## config.mk

```make
export PLATFORM = sky130hd
export DESIGN_NAME = ibf_cfg_loader_flat
export DESIGN_NICKNAME = d
export VERILOG_FILES = /design/src/rtl/ibf_cfg_loader_if.sv /design/src/rtl/ibf_cfg_loader.sv /design/src/flat_wrapper.sv
export SDC_FILE = /design/constraint.sdc
export NUM_CORES = 1
export LEC_CHECK = 0
export CORE_MARGIN = 3
export CORE_UTILIZATION = 50
export DETAILED_ROUTE_END_ITERATION = 7
export GPL_TIMING_DRIVEN = 1
export PLACE_DENSITY = 0.76
export SLEW_MARGIN = 15
export SYNTH_ARGS = -nofsm -noshare
export SYNTH_HDL_FRONTEND = slang
export SYNTH_SLANG_ARGS = --single-unit
```

## constraint.sdc

```tcl
create_clock -name clk -period 12.33 [get_ports clk]
set_input_delay 3.699 -clock clk [delete_from_list [all_inputs] [get_ports clk]]
set_output_delay 3.699 -clock clk [all_outputs]
set_load 0.01 [all_outputs]
```

## src/rtl/ibf_cfg_loader_if.sv

```systemverilog
// Host command stream for the inverse-butterfly configuration loader.
// The host drives valid/data; the loader answers with ready.
interface ibf_cfg_loader_if;
  logic        host_valid_i;
  logic        host_ready_o;
  logic [31:0] host_data_i;

  modport master (output host_valid_i, output host_data_i, input host_ready_o);
  modport slave  (input host_valid_i, input host_data_i, output host_ready_o);
endinterface

```

## src/rtl/ibf_cfg_loader.sv

```systemverilog
// Decodes header/data beats from the host stream into 64-bit slice writes
// for the extractor's BF-network store (_2_2) and output-mux store (_2_1).
module ibf_cfg_loader #(
  parameter int NUM_SLICE_2_2 = 224,
  parameter int NUM_SLICE_2_1 = 10
) (
  input  logic                clk,
  input  logic                rst,
  ibf_cfg_loader_if.slave     host,
  output logic [7:0]          sram_sel_2_2,
  output logic [1:0]          wr_addr_2_2,
  output logic                wr_en_2_2,
  output logic [63:0]         wr_cfg_2_2,
  output logic [3:0]          sram_sel_2_1,
  output logic [1:0]          wr_addr_2_1,
  output logic                wr_en_2_1,
  output logic [63:0]         wr_cfg_2_1,
  output logic                busy_o,
  output logic                done_o,
  output logic                err_o,
  input  logic                err_clr_i
);

  typedef enum logic [1:0] {IDLE, LO, HI, DRAIN} state_t;

  localparam logic [8:0] LIM_2_2 = 9'(NUM_SLICE_2_2);
  localparam logic [8:0] LIM_2_1 = 9'(NUM_SLICE_2_1);

  state_t      state, state_nxt;
  logic        tgt, tgt_nxt;
  logic [1:0]  addr_q, addr_nxt;
  logic [7:0]  cur_sel, cur_sel_nxt;
  logic [8:0]  rem, rem_nxt;
  logic [31:0] lo_reg, lo_nxt;
  logic        wr_fire, last_wr, err_set;

  logic        accept;
  logic [1:0]  hdr_tgt, hdr_addr;
  logic [7:0]  hdr_start, hdr_n;
  logic [8:0]  hdr_end, hdr_lim;
  logic        hdr_bad;

  assign accept    = host.host_valid_i & host.host_ready_o;
  assign hdr_tgt   = host.host_data_i[31:30];
  assign hdr_addr  = host.host_data_i[29:28];
  assign hdr_start = host.host_data_i[27:20];
  assign hdr_n     = host.host_data_i[19:12];
  // Nine-bit sum so start+N cannot wrap before the range compare.
  assign hdr_end   = {1'b0, hdr_start} + {1'b0, hdr_n};
  assign hdr_lim   = hdr_tgt[0] ? LIM_2_1 : LIM_2_2;
  assign hdr_bad   = hdr_tgt[1] || (hdr_n == 8'd0) || (hdr_end > hdr_lim);

  always_ff @(posedge clk or posedge rst) begin
    if (rst) state <= IDLE;
    else     state <= state_nxt;
  end

  always_comb begin
    state_nxt   = state;
    tgt_nxt     = tgt;
    addr_nxt    = addr_q;
    cur_sel_nxt = cur_sel;
    rem_nxt     = rem;
    lo_nxt      = lo_reg;
    wr_fire     = 1'b0;
    last_wr     = 1'b0;
    err_set     = 1'b0;
    if (accept) begin
      case (state)
        IDLE: begin
          if (hdr_bad) begin
            err_set = 1'b1;
            // A bad header with a nonzero count still owns its data beats.
            if (hdr_n != 8'd0) begin
              rem_nxt   = {hdr_n, 1'b0};
              state_nxt = DRAIN;
            end
          end else begin
            tgt_nxt     = hdr_tgt[0];
            addr_nxt    = hdr_addr;
            cur_sel_nxt = hdr_start;
            rem_nxt     = {1'b0, hdr_n};
            state_nxt   = LO;
          end
        end
        LO: begin
          lo_nxt    = host.host_data_i;
          state_nxt = HI;
        end
        HI: begin
          wr_fire     = 1'b1;
          cur_sel_nxt = cur_sel + 8'd1;
          rem_nxt     = rem - 9'd1;
          if (rem == 9'd1) begin
            last_wr   = 1'b1;
            state_nxt = IDLE;
          end else begin
            state_nxt = LO;
          end
        end
        DRAIN: begin
          rem_nxt = rem - 9'd1;
          if (rem == 9'd1) state_nxt = IDLE;
        end
        default: state_nxt = IDLE;
      endcase
    end
  end

  always_ff @(posedge clk or posedge rst) begin
    if (rst) begin
      tgt          <= 1'b0;
      addr_q       <= '0;
      cur_sel      <= '0;
      rem          <= '0;
      lo_reg       <= '0;
      host.host_ready_o <= 1'b0;
      busy_o       <= 1'b0;
      done_o       <= 1'b0;
      err_o        <= 1'b0;
      wr_en_2_2    <= 1'b0;
      sram_sel_2_2 <= '0;
      wr_addr_2_2  <= '0;
      wr_cfg_2_2   <= '0;
      wr_en_2_1    <= 1'b0;
      sram_sel_2_1 <= '0;
      wr_addr_2_1  <= '0;
      wr_cfg_2_1   <= '0;
    end else begin
      tgt          <= tgt_nxt;
      addr_q       <= addr_nxt;
      cur_sel      <= cur_sel_nxt;
      rem          <= rem_nxt;
      lo_reg       <= lo_nxt;
      host.host_ready_o <= 1'b1;
      busy_o       <= (state_nxt != IDLE);
      done_o       <= last_wr;
      err_o        <= err_set | (err_o & ~err_clr_i);
      wr_en_2_2    <= wr_fire & ~tgt;
      wr_en_2_1    <= wr_fire & tgt;
      // Store-side sel/addr/cfg only move on a write and hold otherwise.
      if (wr_fire && !tgt) begin
        sram_sel_2_2 <= cur_sel;
        wr_addr_2_2  <= addr_q;
        wr_cfg_2_2   <= {host.host_data_i, lo_reg};
      end
      if (wr_fire && tgt) begin
        sram_sel_2_1 <= cur_sel[3:0];
        wr_addr_2_1  <= addr_q;
        wr_cfg_2_1   <= {host.host_data_i, lo_reg};
      end
    end
  end

endmodule

```

## src/flat_wrapper.sv

```systemverilog
// flat-port wrapper written by rule: the top's interface ports become plain ports
module ibf_cfg_loader_flat 
#(
  parameter int NUM_SLICE_2_2 = 224,
  parameter int NUM_SLICE_2_1 = 10
)
  (clk, rst, sram_sel_2_2, wr_addr_2_2, wr_en_2_2, wr_cfg_2_2, sram_sel_2_1, wr_addr_2_1, wr_en_2_1, wr_cfg_2_1, busy_o, done_o, err_o, err_clr_i, host_host_valid_i, host_host_data_i, host_host_ready_o);
  ibf_cfg_loader_if host_i ();
  input  logic clk;
  input  logic rst;
  output logic [7:0] sram_sel_2_2;
  output logic [1:0] wr_addr_2_2;
  output logic wr_en_2_2;
  output logic [63:0] wr_cfg_2_2;
  output logic [3:0] sram_sel_2_1;
  output logic [1:0] wr_addr_2_1;
  output logic wr_en_2_1;
  output logic [63:0] wr_cfg_2_1;
  output logic busy_o;
  output logic done_o;
  output logic err_o;
  input  logic err_clr_i;
  input wire logic [$bits(host_i.host_valid_i)-1:0] host_host_valid_i;
  input wire logic [$bits(host_i.host_data_i)-1:0] host_host_data_i;
  output wire logic [$bits(host_i.host_ready_o)-1:0] host_host_ready_o;
  assign host_i.host_valid_i = host_host_valid_i;
  assign host_i.host_data_i = host_host_data_i;
  assign host_host_ready_o = host_i.host_ready_o;
  ibf_cfg_loader #(.NUM_SLICE_2_2(NUM_SLICE_2_2), .NUM_SLICE_2_1(NUM_SLICE_2_1)) u_core (.clk(clk), .rst(rst), .host(host_i), .sram_sel_2_2(sram_sel_2_2), .wr_addr_2_2(wr_addr_2_2), .wr_en_2_2(wr_en_2_2), .wr_cfg_2_2(wr_cfg_2_2), .sram_sel_2_1(sram_sel_2_1), .wr_addr_2_1(wr_addr_2_1), .wr_en_2_1(wr_en_2_1), .wr_cfg_2_1(wr_cfg_2_1), .busy_o(busy_o), .done_o(done_o), .err_o(err_o), .err_clr_i(err_clr_i));
endmodule
```

Word-level counts from Yosys, hierarchy flattened:

Index checks and enable logic that the tools add are counted.

* register bits: 204
* bits of input ports: 36
* output and inout bits: 150
* word-level logic and storage cells: 72

* add/sub/neg operators: 3
* order comparisons: 1
* equality and inequality tests: 6
* multiplexer cells: 20
* bitwise operators: 8
* reduce and logical (&&, ||, !) cells: 16

Operator list (count)
* two-way mux 9 bit: 2
* case mux 9 bit (2 select lines): 1
* two-way mux 8 bit: 2
* case mux 8 bit (2 select lines): 1
* adder 8 x 8 -> 9 bit: 1
* equality test 9 x 1 -> 1 bit, second input constant: 1
* greater-than comparator 9 bit: 1
* two-way mux 1 bit: 9
* AND reduction 3 bit: 3
* subtractor 9 x 1 -> 9 bit, second input constant: 1
* adder 8 x 1 -> 8 bit, second input constant: 1
* logical NOT 8 bit: 1
* two-way mux 2 bit: 4
* case mux 2 bit (4 select lines): 1
* nonzero test 8 bit: 1
* nonzero test 2 bit: 3
* bitwise AND 1 bit: 4
* equality test 2 bit, second input constant: 2
* inequality test 3 bit, second input constant: 1
* inverter 1 bit: 3
* equality test 2 x 1 -> 1 bit, second input constant: 1
* logical AND 1 bit: 2
* logical NOT 2 bit: 1
* logical OR 1 bit: 2
* other kinds (5): 5

Depth between registers and ports, before layout:

Gate-level depths: netlist of the first run.

* word-level depth: 7
* depth in mapped cells: 15

Worst setup path before layout of the first run:

OpenSTA, ideal clock, no wires.

* path type: input -> register
* start: input port host_host_data_i[12]
* end: register u_core.addr_q[0]
* setup time: 125 ps
* data arrival time: 6637 ps
* required time: 12205 ps
* path slack: 5568 ps
* stages: 14
* cells stage by stage: ha_1 -> fa_1 -> and3_1 -> o21ai_0 -> nand2b_1 -> a21oi_1 -> xnor2_1 -> ha_1 -> and4b_1 -> nand3_1 -> a221o_1 -> a21oi_2 -> and2_2 -> mux2_2

* cells in the longest elaborated chain, start to end: 5

Ends and longest elaborated chain
* start, declared: line flat_wrapper.sv:24 `input wire logic [$bits(host_i.host_data_i)-1:0] host_host_data_i;`
* adder 8 x 8 -> 9 bit or logical NOT 8 bit (tied branches): line ibf_cfg_loader.sv:49, ibf_cfg_loader.sv:51
* greater-than comparator 9 bit or logical OR 1 bit (tied branches): line ibf_cfg_loader.sv:51 `assign hdr_bad = hdr_tgt[1] || (hdr_n == 8'd0) || (hdr_end > hdr_lim);`
* logical OR 1 bit *: line ibf_cfg_loader.sv:51
* inverter 1 bit (no source line) *
* AND reduction 3 bit (no source line) *
* end signal, assigned: line ibf_cfg_loader.sv:131 `addr_q <= addr_nxt;`
* end, declared: line ibf_cfg_loader.sv:31 `logic [1:0] addr_q, addr_nxt;`

Mark *: on every way between the ends. The rest lies on a longest branch, timed or not.
A chain may end at the register's enable or synchronous reset.

Worst setup path in the final report of the first run:

* start: input port host_host_data_i[12]
* end: register u_core.tgt

* cells in the longest elaborated chain, start to end: 5

Ends and longest elaborated chain
* adder 8 x 8 -> 9 bit or logical NOT 8 bit (tied branches): line ibf_cfg_loader.sv:49, ibf_cfg_loader.sv:51
* greater-than comparator 9 bit or logical OR 1 bit (tied branches): line ibf_cfg_loader.sv:51
* logical OR 1 bit *: line ibf_cfg_loader.sv:51
* inverter 1 bit (no source line) *
* AND reduction 3 bit (no source line) *
* end signal, assigned: line ibf_cfg_loader.sv:130 `tgt <= tgt_nxt;`
* end, declared: line ibf_cfg_loader.sv:30 `logic tgt, tgt_nxt;`

Marked as above.

==> results of run 1 <==
[where the power goes]
| part | total (mW) | internal, mW | switching [mW] | leakage [nW] |
|---|---|---|---|---|
| combinational | 1.05 | 0.650 | 0.403 | 2.09 |
| sequential | 1.19 | 0.975 | 0.212 | 2.59 |
| clock | 0.619 | 0.370 | 0.249 | 0.332 |
[layer usage]
layer	track usage, %	vias to the layer above
li1	-	2603
met1	28.3	2908
met2	36.5	190
met3	4.60	43
met4	5.65	0
met5	0	-
[path summary, 6_finish.rpt]
| kind | from | to | slack (ps) | depth (start not counted) |
|---|---|---|---|---|
| max | host_host_data_i[12] | u_core.tgt$_DFFE_PP0P_ | 4230 | 15 |
| min | u_core.wr_cfg_2_1[62]$_DFFE_PP0P_ | u_core.wr_cfg_2_1[62]$_DFFE_PP0P_ | 490 | 2 |
| max reg2reg | u_core.state[1]$_DFF_PP0_ | u_core.wr_cfg_2_2[58]$_DFFE_PP0P_ | 8820 | 6 |
| max in group asynchronous | rst | u_core.wr_cfg_2_1[42]$_DFFE_PP0P_ | 7020 | 3 |
| min reg2reg | u_core.wr_cfg_2_1[62]$_DFFE_PP0P_ | u_core.wr_cfg_2_1[62]$_DFFE_PP0P_ | 490 | 2 |
| min in group asynchronous | rst | u_core.wr_cfg_2_2[27]$_DFFE_PP0P_ | 3750 | 2 |
[worst max-delay path, delay by kind of cell]
kind	cells	cell delay [ps]
AOI/OAI and AO/OA	5	1920
xor gates and xnor gates	1	100
adders and majority gates	3	900
buffers and inverters	1	550
muxes	1	350
and+or+nand+nor	4	960
[cell usage after synthesis (all sizes together), types with 2 or more instances]
cell type  number
o21ai          21
a21oi          12
dfrtp         204
nor4            5
nand2          32
mux2          177
xnor2           5
a211oi          2
ha             16
o211ai          9
and3            3
or3             3
inv            11
a22oi           4
a32oi           3
buf            16
nand3           9
clkbuf         15
o22ai           2
a31oi           3
nor3           11
nand2b          2
mux2i           6
and2            4
a21o            5
nor2           20
o2bb2ai         4
[per-stage QoR]
stage | utilization (%) | hold WS [ps] | cell area [µm²]
2_1_floorplan | - | 462 | 8550
3_3_place_gp | 63.6 | 469 | 10600
3_5_place_dp | 63.6 | 475 | 10600
4_1_cts | 67.7 | 487 | 11300
5_1_grt | 67.8 | 513 | 11300
6_report | 67.8 | 486 | 11300
[kinds of logic after synthesis]
group	share of synthesized area, %
DFF	59.7
AOI/OAI and AO/OA	5.76
muxes	24.0
xor gates and xnor gates	0.512
buffers and inverters	2.15
adders and majority gates	2.57
other	0.0438
and+or+nand+nor	5.25
[layout by cell type (no fill, tap or decap), types with 10 or more instances in the layout]
cell type / count
clkdlybuf4s50_1: 185
nand2_1: 30
a21oi_1: 11
nor2_1: 19
nor3_1: 11
o21ai_0: 20
inv_1: 10
ha_1: 16
dfrtp_1: 204
mux2_2: 177
clkbuf_16: 23
[layout make-up]
class | count | area [µm²]
clock buffers | 35 | 671
clock inverters | 1 | 8.76
fillers | 1194 | 5350
inverters | 11 | 48.8
multi-input cells | 375 | 3280
flip-flops and latches | 204 | 5100
well taps | 220 | 275
repair buffers | 189 | 1900
==> metrics.csv, run 1 <==
stage,metric,value,unit
layout,post-route insts no fill,1035,
yosys,Post-synth EDFFs,0,
die,cell row count,47,
setup_path,CP arrival,8480,ps
setup_path,highest-delay cell along the critical path,a21oi_2,
cts,Root Driver,clkbuf_16,
outcome,outcome,completed,
cts,total CTS buffers,22,
timing,Slew @ Worst Pin,1080,ps
power_and_ir_drop,Max VDD drop,0.000147,V
grt,first-pass GRT wire length,32.2,mm
yosys,Synth async-reset ratio,100,%
placement,dpl ws,3800,ps
layout,layout cells sized above 1,26.6,%
cts,Clock Path Buffers,3,
die,total I/O pin count,186,
placement,Detail Placement HPWL,13.5,mm
timing,setup TNS,0,ps
timing,max-slew violation count,0,
power_and_ir_drop,Leakage,5.00,nW
drt,Via density,5.55,
timing,unrepaired setup endpoints after global routing,false,
yosys,Post-Syn Instances,621,
yosys,ranking of synthesized cells by area,"dfrtp_1, mux2_2, ha_1",
setup_path,type of origin of the critical path,input port,
drt,iteration-0 DRC count of the detailed router,311,
yosys,fraction of the yosys area taken by sequential cells,59.7,%
drt,met3 routed WL,1.27,mm
die,chip height,137,µm
cts,post_cts resized,0,
yosys,library cells used by synthesis,50,
cts,hold_buf cts,0,
cts,CTS H-tree depth,1,
yosys,post-synthesis register bit count,204,
placement,Placer Congestion,0.902,
setup_path,CP required,12710,ps
drt,Post-Route WL,19.9,mm
yosys,Synth area leader,dfrtp_1,
grt,pin count of the biggest net entering global routing,126,
placement,IO buf count,185,
timing,final hold viol count,0,
yosys,ys flop type,dfrtp_1,
die,DIE WIDTH,137,µm
cts,CTS tree,built,
setup_path,critical path peak fanout,22,
drt,routed vias,5744,
cts,post-CTS setup buffer count,0,
yosys,area share of the largest cell type after synthesis,59.7,%
drt,post-route ant nets,0,
yosys,Synth Warn #,0,
placement,cell count after placement,998,
setup_path,CP Class,input port to register,
grt,GRT overflow,0,
timing,fmax,123,MHz
timing,Final period util,65.7,%
setup_path,Crit path top cell by count,ha_1,
cts,Clock Latency Late Sink,490,ps
power_and_ir_drop,power density over the cells,253,nW/µm²
yosys,Mapped Area,8550,µm²
setup_path,crit-path cells,"clkdlybuf4s50_1, ha_1, fa_1, and3_1, o21ai_0, nand2b_1, a21oi_1, xnor2_1, ha_1, nor3_1, o211ai_1, a221o_1, a21oi_2, and2_2, mux2_2",
timing,post-layout min period,8100,ps
die,starting density of the core,51.4,%
yosys,syn nets,674,
drt,metal2 WL,10.1,mm
layout,area grow syn2layout,32.0,%
grt,initial antenna violation count,0,
setup_path,Max stage delay on crit path,820,ps
setup_path,Critical Path Sink Type,register,
cts,"Reg clk slew, reported paths",60,ps
yosys,"Avg Cell Area, Syn",13.8,µm²
run,Max-Cap Viols,0,
cts,clk sink count,204,
grt,gr usage total,21.5,%
timing,Final setup viols,0,
drt,drt drc,0,
timing,Setup Skew,13.6,ps
grt,vias in the first global route,6066,
drt,M1 wire length,8.15,mm
drt,highest metal used,met4,
die,Die ar.,18700,µm²
timing,Slew HR,28.2,%
layout,Ant. Diodes,0,
timing,Final WS setup,4230,ps
drt,Avg WL per Cell,19.3,µm
layout,Final nets,856,
power_and_ir_drop,Total Power,2.86,mW
drt,DRT Pass-1 Iters,5,
min_path,HP Class,register to register,
die,core footprint,16600,µm²
(Power assumes the default switching activity.)
==> run 2, diff against run 1 <==
==> constraint.sdc (replaced) <==
create_clock -name clk -period 7.68 [get_ports clk]
set_input_delay 2.304 -clock clk [delete_from_list [all_inputs] [get_ports clk]]
set_output_delay 2.304 -clock clk [all_outputs]
set_load 0.01 [all_outputs]
==> metrics.csv, run 2 (synthesis gave the netlist of run 1 again) <==
stage,metric,value,unit
power_and_ir_drop,power density over the cells,409,nW/µm²
cts,total CTS buffers,22,
layout,most frequent cells in the layout,"dfrtp_1, clkdlybuf4s50_1, mux2_2, nand2_1, clkbuf_16",
layout,"most common cell after layout, fill and taps aside",dfrtp_1,
layout,Multi-input gate area,3280,µm²
power_and_ir_drop,Total Power,4.64,mW
power_and_ir_drop,Leakage,5.02,nW
drt,iteration-0 DRC count of the detailed router,321,
timing,Final setup viols,0,
die,total I/O pin count,186,
power_and_ir_drop,Internal,3.25,mW
run,Max-Cap Viols,0,
setup_path,Crit path top cell by count,ha_1,
grt,met1 usage,27.1,%
cts,Root Driver,clkbuf_16,
timing,Final period util,81.4,%
placement,cell count after placement,1000,
layout,Ant. Diodes,0,
die,cell row count,47,
drt,Via density,5.51,
power_and_ir_drop,Net Sw Frac,30.0,%
min_path,HP Class,register to register,
power_and_ir_drop,combinational share of power,36.5,%
setup_path,type of origin of the critical path,input port,
setup_path,CP arrival,6630,ps
setup_path,Levels on crit path,16,
power_and_ir_drop,P_sw,1.39,mW
setup_path,crit-path cells,"clkdlybuf4s50_1, ha_1, fa_1, and3_1, o21ai_0, nand2b_1, a21oi_1, xnor2_1, ha_1, nor3_1, o211ai_1, a221o_1, a21oi_2, buf_4, a31oi_1, o221a_1",
placement,Detail Placement HPWL,13.3,mm
grt,initial antenna violation count,0,
power_and_ir_drop,Max VDD drop,0.000232,V
power_and_ir_drop,sequential share of power,41.1,%
layout,flip-flop and latch area,5100,µm²
drt,routed vias,5726,
die,Die ar.,18700,µm²
grt,GRT overflow,0,
layout,Filler cells,1190,
cts,hold_buf cts,0,
setup_path,CP required,8060,ps
setup_path,"delay-heaviest family, CP",compound AO/OA/AOI/OAI gates,
grt,pin count of the biggest net entering global routing,205,
cts,Clock Path Buffers,3,
placement,IO buf count,185,
cts,CTS H-tree depth,1,
drt,Post-Route WL,19.9,mm
drt,DRT Pass-1 Iters,5,
setup_path,Critical Path Sink Type,register,
cts,post-CTS setup buffer count,0,
cts,clk sink count,204,
die,DIE WIDTH,137,µm
timing,final hold viol count,0,
drt,post-route ant nets,0,
power_and_ir_drop,part of the power in the clock network,22.4,%
setup_path,Max stage delay on crit path,550,ps
layout,Final nets,858,
outcome,outcome,completed,
timing,Setup Skew,18.1,ps
placement,dpl ws,989,ps
cts,Clock Latency Late Sink,500,ps
timing,post-layout min period,6250,ps
die,starting density of the core,51.4,%
setup_path,highest-delay cell along the critical path,clkdlybuf4s50_1,
setup_path,Worst Reg-to-Reg Cells,4,
die,chip height,137,µm
timing,max-slew violation count,0,
timing,fmax,160,MHz
setup_path,critical path peak fanout,12,
grt,gr usage total,21.0,%
grt,GR Util met3,4.49,%
setup_path,CP Class,input port to register,
setup_path,WP buf/inv,2,
layout,post-route insts no fill,1040,
die,core footprint,16600,µm²
drt,drt drc,0,
drt,Avg WL per Cell,19.2,µm
cts,CTS tree,built,
timing,setup TNS,0,ps
grt,vias in the first global route,5968,
timing,Slew HR,20.3,%
timing,unrepaired setup endpoints after global routing,false,
cts,"Reg clk slew, reported paths",60,ps
grt,GRT met2 Usage,36.3,%
min_path,Hold Crit Depth,2,
timing,Final WS setup,1430,ps
grt,first-pass GRT wire length,31.4,mm
placement,Placer Congestion,0.893,
cts,post_cts resized,0,
layout,layout cells sized above 1,27.0,%
layout,area grow syn2layout,32.6,%
timing,Slew @ Worst Pin,1200,ps
grt,busiest grt layer,met2,
run 2: cell count changes in the layout (fill, tap and decap cells not counted), sizes merged:
| cell | before | now |
|---|---|---|
| bufinv | 0 | 2 |
| inv | 12 | 10 |
| buf | 4 | 6 |
| clkinv | 0 | 3 |
| clkinvlp | 0 | 2 |
| clkbuf | 35 | 33 |
run 2: area by class of cell:
cell class / count / share of cell area, %
Inverter: 11 / 0.397
Timing Repair Buffer: 191 / 16.9
Clock buffer: 33 / 5.58
Multi-Input combinational cell: 375 / 28.9
Tap cell: 220 / 2.43
Sequential cell: 204 / 45.0
Clock inverter: 6 / 0.728
run 2: through the flow:
stage	hold WS, ps	cell area (µm²)	utilization (%)
final	493	11300	68.2
after detailed placement	490	10600	63.7
after global routing	513	11300	68.2
after global placement	468	10600	63.7
after floorplan	462	8560	-
after CTS	502	11300	68.0
run 2: power by group through the flow:
stage          logic (mW)  registers [mW]  clock network [mW]
5_1_grt              1.81            1.97                1.11
3_5_place_dp         1.71            1.92                   0
2_1_floorplan       0.671            1.99                   0
4_1_cts              1.72            1.91                1.06
6_report             1.69            1.91                1.04
3_3_place_gp         1.66            1.88                   0
run 2: metal layers:
metal / share of wire, % / wire (µm)
met2: 50 / 10000
met4: 2.0 / 408
met1: 41 / 8230
met3: 6.5 / 1290
met5: 0 / 0
run 2: worst register-to-register path: stages, from the launching register on:
cell	delay (ps)
dfrtp_1	870
nand2b_1	460
nor2_1	390
nand2_4	620
mux2_2	570
run 2: worst paths after layout:
path,start,end,slack (ps)
setup reg to reg,u_core.state[1]$_DFF_PP0_,u_core.wr_cfg_2_1[37]$_DFFE_PP0P_,4640
max in group asynchronous,rst,u_core.wr_cfg_2_1[23]$_DFFE_PP0P_,4350
setup / recovery,host_host_data_i[12],u_core.cur_sel[0]$_DFFE_PP0P_,1430
min in group asynchronous,rst,u_core.wr_cfg_2_2[27]$_DFFE_PP0P_,2370
hold reg to reg,u_core.wr_cfg_2_1[62]$_DFFE_PP0P_,u_core.wr_cfg_2_1[62]$_DFFE_PP0P_,490
hold / removal,u_core.wr_cfg_2_1[62]$_DFFE_PP0P_,u_core.wr_cfg_2_1[62]$_DFFE_PP0P_,490
==> run 3, diff against run 2 <==
--- a/config.mk
+++ b/config.mk
@@ -6,10 +6,10 @@
 export NUM_CORES = 1
 export LEC_CHECK = 0
 export CORE_MARGIN = 3
-export CORE_UTILIZATION = 50
+export CORE_UTILIZATION = 46
 export DETAILED_ROUTE_END_ITERATION = 7
 export GPL_TIMING_DRIVEN = 1
-export PLACE_DENSITY = 0.76
+export PLACE_DENSITY = 0.73
 export SLEW_MARGIN = 15
 export SYNTH_ARGS = -nofsm -noshare
 export SYNTH_HDL_FRONTEND = slang
==> constraint.sdc (replaced) <==
create_clock -name clk -period 5 [get_ports clk]
set_input_delay 1.5 -clock clk [delete_from_list [all_inputs] [get_ports clk]]
set_output_delay 1.5 -clock clk [all_outputs]
set_load 0.01 [all_outputs]
==> metrics.csv, run 3 (synthesis gave the netlist of run 1 again) <==
stage,metric,value,unit
grt,pin count of the biggest net entering global routing,119,
outcome,outcome,completed,
drt,Post-Route WL,21.4,mm
setup_path,critical path endpoint,u_core.cur_sel[3]$_DFFE_PP0P_,
timing,hold_ws,496,ps
cts,Root Driver,clkbuf_16,
layout,Ant. Diodes,0,
cts,"Reg clk slew, reported paths",60,ps
power_and_ir_drop,P_sw,2.20,mW
setup_path,CP Class,input port to register,
setup_path,type of origin of the critical path,input port,
die,total I/O pin count,186,
timing,Setup Skew,14.6,ps
power_and_ir_drop,Internal,4.91,mW
setup_path,CP arrival,5180,ps
grt,first-pass GRT wire length,34.1,mm
grt,vias in the first global route,6105,
drt,iteration-0 DRC count of the detailed router,293,
cts,CTS tree,built,
layout,Final nets,878,
power_and_ir_drop,Net Sw Frac,30.9,%
setup_path,R2R Path Start,u_core.state[1]$_DFF_PP0_,
cts,post_cts resized,0,
cts,post-CTS setup buffer count,0,
drt,post-route ant nets,0,
run,Max-Cap Viols,0,
placement,Detail Placement HPWL,14.9,mm
layout,area grow syn2layout,34.5,%
setup_path,Worst Reg-to-Reg Cells,5,
layout,"most common cell after layout, fill and taps aside",dfrtp_1,
timing,post-layout min period,4780,ps
drt,met3 routed WL,1.16,mm
timing,Final setup viols,0,
timing,setup TNS,0,ps
die,chip height,142,µm
die,core footprint,18100,µm²
cts,Clock Latency Late Sink,500,ps
cts,clk sink count,204,
drt,Via density,5.45,
power_and_ir_drop,Max VDD drop,0.000388,V
cts,CTS H-tree depth,1,
setup_path,CP required,5400,ps
layout,most frequent cells in the layout,"dfrtp_1, clkdlybuf4s50_1, mux2_2, nand2_1, buf_4",
layout,layout cells sized above 1,29.3,%
power_and_ir_drop,part of the power in the clock network,21.3,%
setup_path,critical path peak fanout,9,
setup_path,Critical Path Sink Type,register,
drt,routed vias,5824,
drt,highest metal used,met4,
setup_path,r2r setup slk,1740,ps
die,DIE WIDTH,142,µm
setup_path,first element of the critical path,host_host_data_i[20],
placement,IO buf count,185,
timing,fmax,209,MHz
timing,unrepaired setup endpoints after global routing,false,
cts,total CTS buffers,22,
layout,Filler cells,1366,
grt,initial antenna violation count,0,
die,starting density of the core,47.3,%
timing,final hold viol count,0,
die,cell row count,49,
power_and_ir_drop,sequential share of power,41.5,%
cts,hold_buf cts,0,
drt,M1 wire length,9.26,mm
drt,metal2 WL,10.7,mm
min_path,HP Class,register to register,
placement,Placer Congestion,0.809,
power_and_ir_drop,power density over the cells,618,nW/µm²
drt,Avg WL per Cell,20.1,µm
grt,GRT overflow,0,
cts,Clock Path Buffers,3,
power_and_ir_drop,Leakage,5.12,nW
drt,DRT Pass-1 Iters,4,
drt,drt drc,0,
setup_path,capture point of the worst reg-to-reg path,u_core.wr_cfg_2_2[51]$_DFFE_PP0P_,
timing,max-slew violation count,0,
grt,gr usage total,21.0,%
power_and_ir_drop,combinational share of power,37.2,%
timing,Slew @ Worst Pin,1070,ps
die,Die ar.,20300,µm²
timing,Final period util,95.7,%
timing,Slew HR,28.7,%
## run 3: routing by layer
layer  track usage (%)  vias to the layer above
met2              36.0                      205
met1              28.5                     2956
met4              4.20                        0
li1                  -                     2639
met3              3.63                       24
met5                 0                        -
## run 3: worst min-delay path by stage
stage,slack [ps],start,to,cells after the start
after floorplan,460,u_core.lo_reg[30]$_DFFE_PP0P_,u_core.lo_reg[30]$_DFFE_PP0P_,2
after global placement,470,u_core.wr_cfg_2_1[62]$_DFFE_PP0P_,u_core.wr_cfg_2_1[62]$_DFFE_PP0P_,2
after detailed placement,480,u_core.wr_cfg_2_1[62]$_DFFE_PP0P_,u_core.wr_cfg_2_1[62]$_DFFE_PP0P_,2
after CTS,490,u_core.wr_cfg_2_1[62]$_DFFE_PP0P_,u_core.wr_cfg_2_1[62]$_DFFE_PP0P_,2
after global routing,510,u_core.wr_addr_2_2[0]$_DFFE_PP0P_,u_core.wr_addr_2_2[0]$_DFFE_PP0P_,1
final,500,u_core.wr_cfg_2_1[62]$_DFFE_PP0P_,u_core.wr_cfg_2_1[62]$_DFFE_PP0P_,2
## run 3: critical path, cell delays in order
cell and delay (ps):
clkdlybuf4s50_1 500, ha_1 260, fa_1 400, and3_1 170, o21ai_0 240, nand2b_1 80
a21oi_1 170, xnor2_1 90, ha_1 310, and4b_1 190, nand3_1 80, a221o_1 370
a21oi_2 180, buf_4 190, o21ai_1 160, o2bb2ai_1 270
## run 3: area by class of cell
| class | instances | area, µm² | area share, % |
|---|---|---|---|
| sequential | 204 | 5100 | 44.4 |
| multi-input combinational | 375 | 3290 | 28.6 |
| timing repair buffer | 211 | 2080 | 18.1 |
| clock buffer | 31 | 634 | 5.52 |
| tap | 229 | 287 | 2.49 |
| clock inverter | 7 | 50.0 | 0.435 |
| inverter | 11 | 45.0 | 0.392 |
## run 3: metrics by stage
stage	util (%)	instance area (µm²)	setup slack [ps]	std cells	power, mW
after floorplan	-	8560	437	621	4.09
after global placement	59.7	10800	-179	1030	5.48
after detailed placement	59.7	10800	-282	1030	5.63
after CTS	63.5	11500	192	1068	7.18
after global routing	63.6	11500	9.48	1068	7.52
final	63.6	11500	217	1068	7.11
## run 3: power groups by stage
stage	Clock (mW)	Combinational, mW	Sequential (mW)
after global placement	0	2.57	2.91
after floorplan	0	1.03	3.06
after global routing	1.63	2.84	3.05
final	1.51	2.64	2.95
after detailed placement	0	2.66	2.97
after CTS	1.56	2.67	2.95
